**config.mk**
```make
export PLATFORM = sky130hd
export DESIGN_NAME = radio_chan_map
export DESIGN_NICKNAME = d
export VERILOG_FILES = /design/src/rtl/radio_chan_map.sv
export SDC_FILE = /design/constraint.sdc
export NUM_CORES = 1
export LEC_CHECK = 0
export ABC_AREA = 1
export BUFFER_PORTS_ARGS = -buffer_cell sky130_fd_sc_hd__buf_2
export CORE_ASPECT_RATIO = 1.1
export CORE_UTILIZATION = 30
export DETAILED_ROUTE_END_ITERATION = 16
export GPL_TIMING_DRIVEN = 0
export PLACE_DENSITY = 0.47
export SETUP_SLACK_MARGIN = 0.1
export SYNTH_ARGS = -nofsm -noshare
export SYNTH_HDL_FRONTEND = slang
export SYNTH_SLANG_ARGS = --single-unit
```
**constraint.sdc**
```tcl
create_clock -name radio_clk -period 3.9 [get_ports radio_clk]
set_input_delay 0.195 -clock radio_clk [delete_from_list [all_inputs] [get_ports radio_clk]]
set_output_delay 0.195 -clock radio_clk [all_outputs]
set_load 0.005 [all_outputs]
```
**src/rtl/radio_chan_map.sv**
```systemverilog
// radio_chan_map: settings-bus programmed N-channel rx/tx/gpio permutation.
// Maps switch atomically via IDLE->WAIT->BLANK; sticky err/ovr/lock status.
module radio_chan_map #(
  parameter int          NUM_CHANNELS = 2,
  parameter int          DATA_WIDTH   = 32,
  parameter logic [7:0]  SR_BASE      = 8'd0,
  parameter int          BLANK_CYCLES = 2
) (
  input  logic                                radio_clk,
  input  logic                                radio_rst_n,
  input  logic                                set_stb,
  input  logic [7:0]                          set_addr,
  input  logic [31:0]                         set_data,
  output logic [31:0]                         rb_data,
  input  logic [NUM_CHANNELS-1:0]             rx_stb_in,
  input  logic [NUM_CHANNELS*DATA_WIDTH-1:0]  rx_data_in,
  output logic [NUM_CHANNELS-1:0]             rx_stb_out,
  output logic [NUM_CHANNELS*DATA_WIDTH-1:0]  rx_data_out,
  input  logic [NUM_CHANNELS-1:0]             tx_stb_in,
  output logic [NUM_CHANNELS-1:0]             tx_stb_out,
  input  logic [NUM_CHANNELS*DATA_WIDTH-1:0]  tx_data_in,
  output logic [NUM_CHANNELS*DATA_WIDTH-1:0]  tx_data_out,
  input  logic [NUM_CHANNELS*32-1:0]          db_gpio_in,
  output logic [NUM_CHANNELS*32-1:0]          db_gpio_out,
  input  logic [NUM_CHANNELS-1:0]             rx_running,
  input  logic [NUM_CHANNELS-1:0]             tx_running,
  input  logic [1:0]                          lock_signals,
  output logic                                map_busy
);

  localparam int N  = NUM_CHANNELS;
  localparam int DW = DATA_WIDTH;

  typedef enum logic [1:0] {
    ST_IDLE  = 2'd0,
    ST_WAIT  = 2'd1,
    ST_BLANK = 2'd2
  } state_e;

  function automatic logic [31:0] ident_map();
    logic [31:0] m;
    m = '0;
    for (int k = 0; k < N; k++) begin
      m[4*k +: 4] = 4'(k);
    end
    return m;
  endfunction

  function automatic logic map_ok(input logic [31:0] m);
    logic ok;
    ok = 1'b1;
    for (int k = 0; k < N; k++) begin
      if (int'(m[4*k +: 4]) >= N) ok = 1'b0;
    end
    return ok;
  endfunction

  // settings decode
  logic [7:0] reg_off;
  logic       wr_rx, wr_tx, wr_ctrl, wr_rbsel;
  logic       apply, clr;

  assign reg_off  = set_addr - SR_BASE;
  assign wr_rx    = set_stb && (reg_off == 8'd0);
  assign wr_tx    = set_stb && (reg_off == 8'd1);
  assign wr_ctrl  = set_stb && (reg_off == 8'd2);
  assign wr_rbsel = set_stb && (reg_off == 8'd3);
  assign apply    = wr_ctrl && set_data[0];
  assign clr      = wr_ctrl && set_data[2];

  state_e      state_q, state_d;
  logic [31:0] shd_rx_q, shd_rx_d, shd_tx_q, shd_tx_d;
  logic [31:0] pend_rx_q, pend_rx_d, pend_tx_q, pend_tx_d;
  logic [31:0] act_rx_q, act_rx_d, act_tx_q, act_tx_d;
  logic        pend_force_q, pend_force_d;
  logic [7:0]  cnt_q, cnt_d;
  logic [7:0]  apply_cnt_q, apply_cnt_d;
  logic [1:0]  rb_sel_q, rb_sel_d;
  logic        err_q, err_d, ovr_q, ovr_d, lost_q, lost_d;
  logic        err_set, ovr_set, lost_ev;
  logic [1:0]  lock_m_q, lock_s_q, seen_q, seen_d;
  logic        busy_q, busy_d, blank;
  logic [31:0] rb_q, rb_d;
  logic        shadow_ok;

  logic [N-1:0]    rx_stb_q, rx_stb_d, tx_stb_q, tx_stb_d;
  logic [N*DW-1:0] rx_data_q, rx_data_d, tx_data_q, tx_data_d;
  logic [N*32-1:0] gpio_q, gpio_d;

  assign shadow_ok = map_ok(shd_rx_q) && map_ok(shd_tx_q);

  // shadow registers and readback select
  always_comb begin
    shd_rx_d = shd_rx_q;
    shd_tx_d = shd_tx_q;
    rb_sel_d = rb_sel_q;
    if (wr_rx)    shd_rx_d = set_data;
    if (wr_tx)    shd_tx_d = set_data;
    if (wr_rbsel) rb_sel_d = set_data[1:0];
  end

  // next-state and switch bookkeeping
  always_comb begin
    state_d      = state_q;
    pend_rx_d    = pend_rx_q;
    pend_tx_d    = pend_tx_q;
    pend_force_d = pend_force_q;
    act_rx_d     = act_rx_q;
    act_tx_d     = act_tx_q;
    cnt_d        = cnt_q;
    apply_cnt_d  = apply_cnt_q;
    err_set      = 1'b0;
    ovr_set      = 1'b0;
    unique case (state_q)
      ST_IDLE: begin
        if (apply) begin
          if (!shadow_ok) begin
            err_set = 1'b1;
          end else begin
            pend_rx_d    = shd_rx_q;
            pend_tx_d    = shd_tx_q;
            pend_force_d = set_data[1];
            state_d      = ST_WAIT;
          end
        end
      end
      ST_WAIT: begin
        if (apply) begin
          if (!shadow_ok) begin
            err_set = 1'b1;
          end else begin
            pend_rx_d    = shd_rx_q;
            pend_tx_d    = shd_tx_q;
            pend_force_d = set_data[1];
          end
        end
        if (pend_force_q || !(|{rx_running, tx_running})) begin
          state_d = ST_BLANK;
          cnt_d   = 8'(BLANK_CYCLES);
        end
      end
      ST_BLANK: begin
        if (apply) ovr_set = 1'b1;
        cnt_d = cnt_q - 8'd1;
        if (cnt_q == 8'd1) begin
          act_rx_d    = pend_rx_q;
          act_tx_d    = pend_tx_q;
          apply_cnt_d = apply_cnt_q + 8'd1;
          state_d     = ST_IDLE;
        end
      end
      default: state_d = ST_IDLE;
    endcase
  end

  // outputs derived from the upcoming state so registered
  // strobes are low exactly during the BLANK cycles
  always_comb begin
    busy_d = (state_d != ST_IDLE);
    blank  = (state_d == ST_BLANK);
  end

  // sticky status; a new event beats a same-cycle clear
  always_comb begin
    err_d   = err_set ? 1'b1 : (clr ? 1'b0 : err_q);
    ovr_d   = ovr_set ? 1'b1 : (clr ? 1'b0 : ovr_q);
    lost_ev = |(seen_q & ~lock_s_q);
    lost_d  = lost_ev ? 1'b1 : (clr ? 1'b0 : lost_q);
    seen_d  = (clr ? 2'b00 : seen_q) | lock_s_q;
  end

  // mapped datapath
  always_comb begin
    int ri;
    int ti;
    ri        = 0;
    ti        = 0;
    rx_data_d = '0;
    rx_stb_d  = '0;
    tx_data_d = '0;
    tx_stb_d  = '0;
    gpio_d    = '0;
    for (int k = 0; k < N; k++) begin
      ri = int'(act_rx_q[4*k +: 4]);
      ti = int'(act_tx_q[4*k +: 4]);
      if (ri < N) begin
        rx_data_d[k*DW +: DW] = rx_data_in[ri*DW +: DW];
        rx_stb_d[k]           = rx_stb_in[ri];
      end
      if (ti < N) begin
        tx_data_d[k*DW +: DW] = tx_data_in[ti*DW +: DW];
        tx_stb_d[ti]          = tx_stb_d[ti] | tx_stb_in[k];
        gpio_d[k*32 +: 32]    = db_gpio_in[ti*32 +: 32];
      end
    end
    if (blank) begin
      rx_stb_d  = '0;
      tx_stb_d  = '0;
      tx_data_d = '0;
    end
  end

  // readback mux
  always_comb begin
    rb_d = '0;
    unique case (rb_sel_q)
      2'd0: rb_d = act_rx_q;
      2'd1: rb_d = act_tx_q;
      2'd2: rb_d = {16'd0, apply_cnt_q, 2'b00, lock_s_q,
                    lost_q, ovr_q, err_q, busy_q};
      default: rb_d = {24'd0, 8'(N)};
    endcase
  end

  always_ff @(posedge radio_clk or negedge radio_rst_n) begin
    if (!radio_rst_n) begin
      state_q      <= ST_IDLE;
      shd_rx_q     <= ident_map();
      shd_tx_q     <= ident_map();
      pend_rx_q    <= ident_map();
      pend_tx_q    <= ident_map();
      act_rx_q     <= ident_map();
      act_tx_q     <= ident_map();
      pend_force_q <= 1'b0;
      cnt_q        <= '0;
      apply_cnt_q  <= '0;
      rb_sel_q     <= '0;
      err_q        <= 1'b0;
      ovr_q        <= 1'b0;
      lost_q       <= 1'b0;
      seen_q       <= '0;
      lock_m_q     <= '0;
      lock_s_q     <= '0;
      busy_q       <= 1'b0;
      rb_q         <= '0;
      rx_stb_q     <= '0;
      rx_data_q    <= '0;
      tx_stb_q     <= '0;
      tx_data_q    <= '0;
      gpio_q       <= '0;
    end else begin
      state_q      <= state_d;
      shd_rx_q     <= shd_rx_d;
      shd_tx_q     <= shd_tx_d;
      pend_rx_q    <= pend_rx_d;
      pend_tx_q    <= pend_tx_d;
      act_rx_q     <= act_rx_d;
      act_tx_q     <= act_tx_d;
      pend_force_q <= pend_force_d;
      cnt_q        <= cnt_d;
      apply_cnt_q  <= apply_cnt_d;
      rb_sel_q     <= rb_sel_d;
      err_q        <= err_d;
      ovr_q        <= ovr_d;
      lost_q       <= lost_d;
      seen_q       <= seen_d;
      lock_m_q     <= lock_signals;
      lock_s_q     <= lock_m_q;
      busy_q       <= busy_d;
      rb_q         <= rb_d;
      rx_stb_q     <= rx_stb_d;
      rx_data_q    <= rx_data_d;
      tx_stb_q     <= tx_stb_d;
      tx_data_q    <= tx_data_d;
      gpio_q       <= gpio_d;
    end
  end

  assign rb_data     = rb_q;
  assign map_busy    = busy_q;
  assign rx_stb_out  = rx_stb_q;
  assign rx_data_out = rx_data_q;
  assign tx_stb_out  = tx_stb_q;
  assign tx_data_out = tx_data_q;
  assign db_gpio_out = gpio_q;

endmodule

```
==> results of run 1 <==
[kinds of logic after synthesis]
kind of cell	after synthesis	synth area share, %
AOI/OAI and AO/OA	281	8.59
xor gates and xnor gates	7	0.343
adders and majority gates	3	0.210
buffers and inverters	238	5.62
DFF	451	63.2
and+or+nand+nor	1000	22.0
[layout make-up]
class | instances | area, µm²
fillers | 5771 | 32500
well taps | 760 | 951
clock inverters | 20 | 213
multi-input cells | 1291 | 5570
diodes | 8 | 20.0
inverters | 125 | 469
flip-flops and latches | 451 | 11300
repair buffers | 804 | 5760
plain buffers | 113 | 536
clock buffers | 73 | 1490
[metrics by stage]
stage | hold slack (ns) | setup TNS, ns | power [mW] | util [%] | worst slack [ns]
detailed placement | 0.239 | 0 | 5.49 | 36.3 | 1.67
global placement | 0.308 | -3007.13 | 5.47 | 36.1 | -6.76
CTS | 0.00670 | 0 | 10.7 | 44.7 | 1.15
finish | 0.0305 | 0 | 10.6 | 44.8 | 1.24
global route | 0.0282 | 0 | 11.0 | 44.8 | 1.09
floorplan | -0.101 | 0 | 5.09 | - | 2.48
[synth_stat cells]
cell	number	area, µm²
nand2_1	716	2690
o211ai_1	8	60.1
inv_2	8	30.0
clkinv_1	3	11.3
buf_2	26	130
o21bai_1	2	15.0
a22o_1	1	8.76
dfrtp_1	445	11100
nor2_4	1	11.3
nor3_1	2	10.0
a21o_1	1	7.51
a22oi_1	32	240
buf_6	7	78.8
nand4_1	3	18.8
nor2_2	3	18.8
o22ai_1	2	12.5
clkbuf_1	70	263
nor3_4	1	16.3
ha_1	3	37.5
o221ai_1	3	26.3
dfstp_2	6	158
inv_1	114	428
o21ai_0	95	475
buf_1	3	11.3
xor2_1	7	61.3
buf_4	7	52.6
nand3_1	102	510
nor3_2	2	20.0
nand2_2	1	6.26
o21ai_2	1	8.76
o21ai_1	35	175
a21oi_1	101	505
nor2_1	168	631
nand3_2	1	10.0
[cell usage in the layout, fill, tap and decap left out, drive strengths merged]
cell type / count
xor2: 7
nand4: 3
diode: 8
nor3: 5
nor2: 172
a22oi: 32
a21o: 1
o221ai: 3
o21bai: 2
nand3: 103
o22ai: 2
bufinv: 3
o211ai: 8
a21oi: 101
o21ai: 131
clkbuf: 143
inv: 126
buf: 520
dfrtp: 445
dfstp: 6
clkinv: 16
nand2: 717
dlygate4sd3: 327
a22o: 1
ha: 3
[power groups by stage]
stage	clock (mW)	sequential (mW)	combinational, mW
6_report	4.91	4.83	0.847
5_1_grt	5.24	4.83	0.936
3_5_place_dp	0	4.91	0.582
4_1_cts	5.05	4.83	0.851
3_3_place_gp	0	4.91	0.558
2_1_floorplan	0	4.91	0.173
[per-layer routing]
layer / vias to the layer above / wire length (µm)
li1: 7970 / -
met2: 527 / 32500
met5: - / 0
met3: 150 / 3560
met1: 8143 / 26300
met4: 0 / 3000
[critical path, stage by stage, from the launching register on]
cell	delay, ns
dfstp_2	0.51
clkbuf_1	0.34
clkinv_1	0.47
clkbuf_1	0.38
nand2_1	0.13
a21oi_1	0.09
dlygate4sd3_1	0.61
[sequential cells by signal, indices dropped and copies added (netlist names)]
| signal | count |
|---|---|
| rb_sel_q | 2 |
| map_busy | 1 |
| pend_tx_q | 32 |
| rx_stb_out | 2 |
| rx_data_out | 64 |
| shd_tx_q | 32 |
| act_tx_q | 32 |
| db_gpio_out | 64 |
| lock_m_q | 2 |
| rb_data | 32 |
| seen_q | 2 |
| state_q | 2 |
| lost_q | 1 |
| cnt_q | 8 |
| err_q | 1 |
| ovr_q | 1 |
| tx_data_out | 64 |
| act_rx_q | 32 |
| tx_stb_out | 2 |
| shd_rx_q | 32 |
| apply_cnt_q | 8 |
| pend_rx_q | 32 |
| lock_s_q | 2 |
| pend_force_q | 1 |
[worst min path at each step]
| stage | start | endpoint | slack (ns) | cells after the start |
|---|---|---|---|---|
| global route | db_gpio_in[5] | db_gpio_out[5]$_DFF_PN0_ | 0.03 | 5 |
| global placement | lock_signals[1] | lock_m_q[1]$_DFF_PN0_ | 0.31 | 1 |
| CTS | db_gpio_in[5] | db_gpio_out[5]$_DFF_PN0_ | 0.007 | 5 |
| finish | db_gpio_in[5] | db_gpio_out[5]$_DFF_PN0_ | 0.03 | 5 |
| detailed placement | radio_rst_n | rx_data_out[20]$_DFF_PN0_ | 0.24 | 1 |
| floorplan | radio_rst_n | act_rx_q[0]$_DFFE_PN0P_ | -0.10 | 0 |
==> impl_results.md, run 1 <==
- Worst-path clk slew: 0.06 ns
- PortBufs: 473
- GRT overflow: 0
- CP Class: reg -> reg
- Net Switching: 2.49 mW
- Die Span Y: 258 µm
- R2R cell count: 6
- Hold_buf cts: 327
- M1 GR Usage: 25.6%
- CP Data Required Time: 4.37 ns
- Post-CTS resize count: 0
- Initial antenna violation count: 8
- Worst VDD drop: 0.324 mV
- Static leakage: 13.8 nW
- P_int: 8.09 mW
- Die X: 235 µm
- Die area: 60600 µm²
- Startpoint Class: flop
- Largest net degree at the start of global routing: 121
- Core area: 58800 µm²
- Num CTS Buffers: 51
- Setup Fix Bufs, Post-CTS: 0
- Seq/Total Area, Yosys: 63.2%
- Outcome: complete, no violations
- Proportion of layout cells with a drive suffix above 1: 21.7%
- Fin. max-slew vios: 0
- All-layer global routing usage: 21.7%
- Net Count, Synth: 2228
- Worst Skew: 0.0137 ns
- Fmax: 376 MHz
- Hold Fails Final Rpt: 0
- Comb power frac: 8.0%
- Clock Latency Late Sink: 0.60 ns
- Worst Tran Pin Value: 0.792 ns
- Drc violations: 0
- Sequential share of power: 45.6%
- Detailed Routing Iterations Pass 1: 5
- Non-filler cells, final: 3645
- Crit path launch: act_rx_q[4]$_DFFE_PN1P_
- Fin crit period: 2.66 ns
- CTS tree: built
- Mapped Cells: 1980
- Final Instance Area: 26300 µm²
- YS warnings: 0
- Grt met2 use: 37.9%
- Final period util: 68.2%
- Mean number of vias per cell: 4.61
- Longest Clk Path Bufs: 3
- FF-to-FF Start: act_rx_q[4]$_DFFE_PN1P_
- Count of final setup violators: 0
- Root buffer cell: clkbuf_16
- Cell variety after synth: 34
- Mapped Area: 17900 µm²
- Crit path DAT: 3.13 ns
- I/O Pins: 474
- Routed Antenna Nets: 0
- Synth Area per Inst: 9.03 µm²
- Max cap viols: 0
- P&R area growth vs syn: 47.2%
- Nets: 3085
- Num rows: 93
- Slew margin rel.: 46.9%
- End of the worst register-to-register path: rx_data_out[41]$_DFF_PN0_
- Placed Instances: 3217
- Crit path to: rx_data_out[41]$_DFF_PN0_
- 1st-iter DRT viols: 1084
- Clock share of power: 46.4%
- Routability Congestion: 0.840
- R2r setup slk: 1.24 ns
- Number of synthesized register bits: 451
- Routed WL per cell: 17.9 µm
- Gr busiest metal: met2
- RSZ-0062 raised after global routing: false
- PwrDens: 402 nW/µm²
- Dpl cell area: 21300 µm²
- Worst hold path type: in -> reg
- Worst-path fanout max: 10
- Initial core utilization: 30.4%
- DP Wirelength: 46600 µm
- Total clock sinks: 451
- Sw Share: 23.6%
- H-tree Lvls: 2
- First-pass GRT wire length: 102000 µm
- Drt total wl: 65400 µm
- Vias: 16800
- Setup crit end kind: flop
- Met3 Use GR: 4.18%
- Number of global-route vias before repair: 17500
Power figures use the tool's default switching activity.
==> run 2, diff against run 1 <==
PLACE_DENSITY = 0.49   (was 0.47)
clock period = 2.4 ns   (was 3.9 ns; I/O delays follow)
==> impl_results.md, run 2 (synthesis gave the netlist of run 1 again) <==
- Outcome: complete, no violations (unchanged)
- Core area: 58800 µm² (unchanged)
- Num rows: 93 (unchanged)
- Total negative setup slack: 0 ns (unchanged)
- CP Data Required Time: 2.92 ns (was 4.37 ns)
- Die X: 235 µm (unchanged)
- Initial antenna violation count: 5 (was 8)
- CP Class: reg -> reg (unchanged)
- H-tree Lvls: 2 (unchanged)
- Buffers plus inverters on the worst setup path: 4 (unchanged)
- First-pass GRT wire length: 99400 µm (was 102000 µm)
- Count of final setup violators: 0 (unchanged)
- Total clock sinks: 451 (unchanged)
- Drt total wl: 64200 µm (was 65400 µm)
- Die Span Y: 258 µm (unchanged)
- Final period util: 90.9% (was 68.2%)
- Setup Fix Bufs, Post-CTS: 0 (unchanged)
- RSZ-0062 raised after global routing: true (was false)
- Slowest stage delay, CP: 0.57 ns (was 0.61 ns)
- Sw Share: 23.0% (was 23.6%)
- Setup crit end kind: flop (unchanged)
- Commonest non-fill, non-tap cell in the layout: nand2_1 (unchanged)
- Largest net degree at the start of global routing: 120 (was 121)
- Slowest cell on the critical path: dlygate4sd3_1 (unchanged)
- Worst-path fanout max: 10 (unchanged)
- Fmax: 458 MHz (was 376 MHz)
- Static leakage: 13.6 nW (was 13.8 nW)
- Cell Chain, Critical Path: inv_1, nand3_1, nor2_1, clkbuf_4, clkbuf_4, a22oi_1, dlygate4sd3_1, nor2_1 (was clkbuf_1, clkinv_1, clkbuf_1, nand2_1, a21oi_1, dlygate4sd3_1)
- Worst Skew: 0.0173 ns (was 0.0137 ns)
- Root buffer cell: clkbuf_16 (unchanged)
- DP Wirelength: 46500 µm (was 46600 µm)
- GRT overflow: 0 (unchanged)
- Net Switching: 3.91 mW (was 2.49 mW)
- Worst VDD drop: 0.484 mV (was 0.324 mV)
- I/O Pins: 474 (unchanged)
- Nets: 3023 (was 3085)
- Routability Congestion: 0.870 (was 0.840)
- All-layer global routing usage: 21.2% (was 21.7%)
- Final Instance Area: 25700 µm² (was 26300 µm²)
- PwrDens: 661 nW/µm² (was 402 nW/µm²)
- Longest Clk Path Bufs: 3 (unchanged)
- Sequential share of power: 46.1% (was 45.6%)
- Fin. max-slew vios: 0 (unchanged)
- P&R area growth vs syn: 43.8% (was 47.2%)
- Worst Tran Pin Value: 0.791 ns (was 0.792 ns)
- CTS tree: built (unchanged)
- PortBufs: 473 (unchanged)
- Most frequent cells in the layout: nand2_1 (716), buf_2 (495), dfrtp_1 (445) (was nand2_1 (716), buf_2 (498), dfrtp_1 (445))
- Routed WL per cell: 17.9 µm (about the same)
- Overall power: 17.0 mW (was 10.6 mW)
- Fin crit period: 2.18 ns (was 2.66 ns)
- Number of global-route vias before repair: 17200 (was 17500)
- Fill cell total of the finished layout: 5817 (was 5771)
- Post-route setup slack: 0.218 ns (was 1.24 ns)
- Max cap viols: 0 (unchanged)
- Worst hold path type: in -> reg (unchanged)
- Crit-path leading delay family: buffers and inverters (unchanged)
- Hold Fails Final Rpt: 0 (unchanged)
- Slew margin rel.: 47.2% (was 46.9%)
- Comb power frac: 7.6% (was 8.0%)
- Detailed Routing Iterations Pass 1: 5 (unchanged)
- DP Worst Slack: 0.106 ns (was 1.67 ns)
- Routed Antenna Nets: 0 (unchanged)
- Final hold slack: 0.0333 ns (was 0.0305 ns)
- Clock Latency Late Sink: 0.60 ns (about the same)
- Num CTS Buffers: 50 (was 51)
- Worst-path clk slew: 0.06 ns (about the same)
- P_int: 13.1 mW (was 8.09 mW)
- Startpoint Class: flop (unchanged)
- Initial core utilization: 30.4% (unchanged)
- Vias: 16600 (was 16800)
- Proportion of layout cells with a drive suffix above 1: 21.9% (was 21.7%)
- Clock share of power: 46.2% (was 46.4%)
- Drc violations: 0 (unchanged)
- Dpl cell area: 21300 µm² (unchanged)
- Die area: 60600 µm² (unchanged)
- 1st-iter DRT viols: 970 (was 1084)
- Crit path DAT: 2.70 ns (was 3.13 ns)
- Mean number of vias per cell: 4.63 (was 4.61)
## run 2: power groups by stage
| stage | Combinational, mW | Sequential (mW) | Clock [mW] |
|---|---|---|---|
| finish | 1.30 | 7.84 | 7.86 |
| global route | 1.44 | 7.85 | 8.39 |
| CTS | 1.31 | 7.84 | 8.11 |
| detailed placement | 0.949 | 7.98 | 0 |
| global placement | 0.912 | 7.98 | 0 |
| floorplan | 0.281 | 7.98 | 0 |
## run 2: routing by layer
metal / share of wire, % / wire [µm] / track usage, %
met5: 0 / 0 / 0
met2: 50 / 32300 / 37.4
met3: 4.9 / 3130 / 3.91
met4: 4.5 / 2870 / 9.83
met1: 40 / 25900 / 25.0
## run 2: final timing paths
kind	depth (start not counted)	startpoint	slack, ns	endpoint
max reg2reg	8	act_tx_q[5]$_DFFE_PN0P_	0.22	tx_data_out[56]$_DFF_PN0_
min in group asynchronous	2	radio_rst_n	0.10	db_gpio_out[10]$_DFF_PN0_
min reg2reg	0	lock_m_q[0]$_DFF_PN0_	0.34	lock_s_q[0]$_DFF_PN0_
min	6	set_addr[0]	0.03	state_q[0]$_DFF_PN0_
max in group asynchronous	4	radio_rst_n	1.01	shd_tx_q[4]$_DFFE_PN1P_
max	8	act_tx_q[5]$_DFFE_PN0P_	0.22	tx_data_out[56]$_DFF_PN0_
## run 2: layout make-up
class                           count  area [µm²]  area share [%]
Sequential cell                   451       11300            43.9
Timing Repair Buffer              743        5150            20.0
Clock inverter                     10         171           0.667
Antenna cell                        5        12.5          0.0487
Inverter                          125         469            1.83
Tap cell                          760         951            3.70
Multi-Input combinational cell   1291        5590            21.8
Clock buffer                       78        1520            5.90
Buffer                            113         543            2.11
## run 2: worst register-to-register path: cells and delay by family, from the launching register on
| kind | cells | cell delay [ns] |
|---|---|---|
| buffers and inverters | 4 | 1.18 |
| AND/OR/NAND/NOR | 3 | 0.45 |
| flip-flops | 1 | 0.39 |
| AO/OA/AOI/OAI | 1 | 0.09 |
## run 2: timing repair
item / CTS / global route
endpoints found under the hold margin: 347 / 0
hold buffers: 266 / 0
setup endpoints to repair: 1 / 27
gates resized for setup: 1 / 5
## run 2: metrics by stage
step / utilization [%] / cells
detailed placement: 36.3 / 3217
floorplan: - / 1980
global placement: 36.1 / 3213
finish: 43.7 / 3576
CTS: 43.7 / 3571
global route: 43.7 / 3576
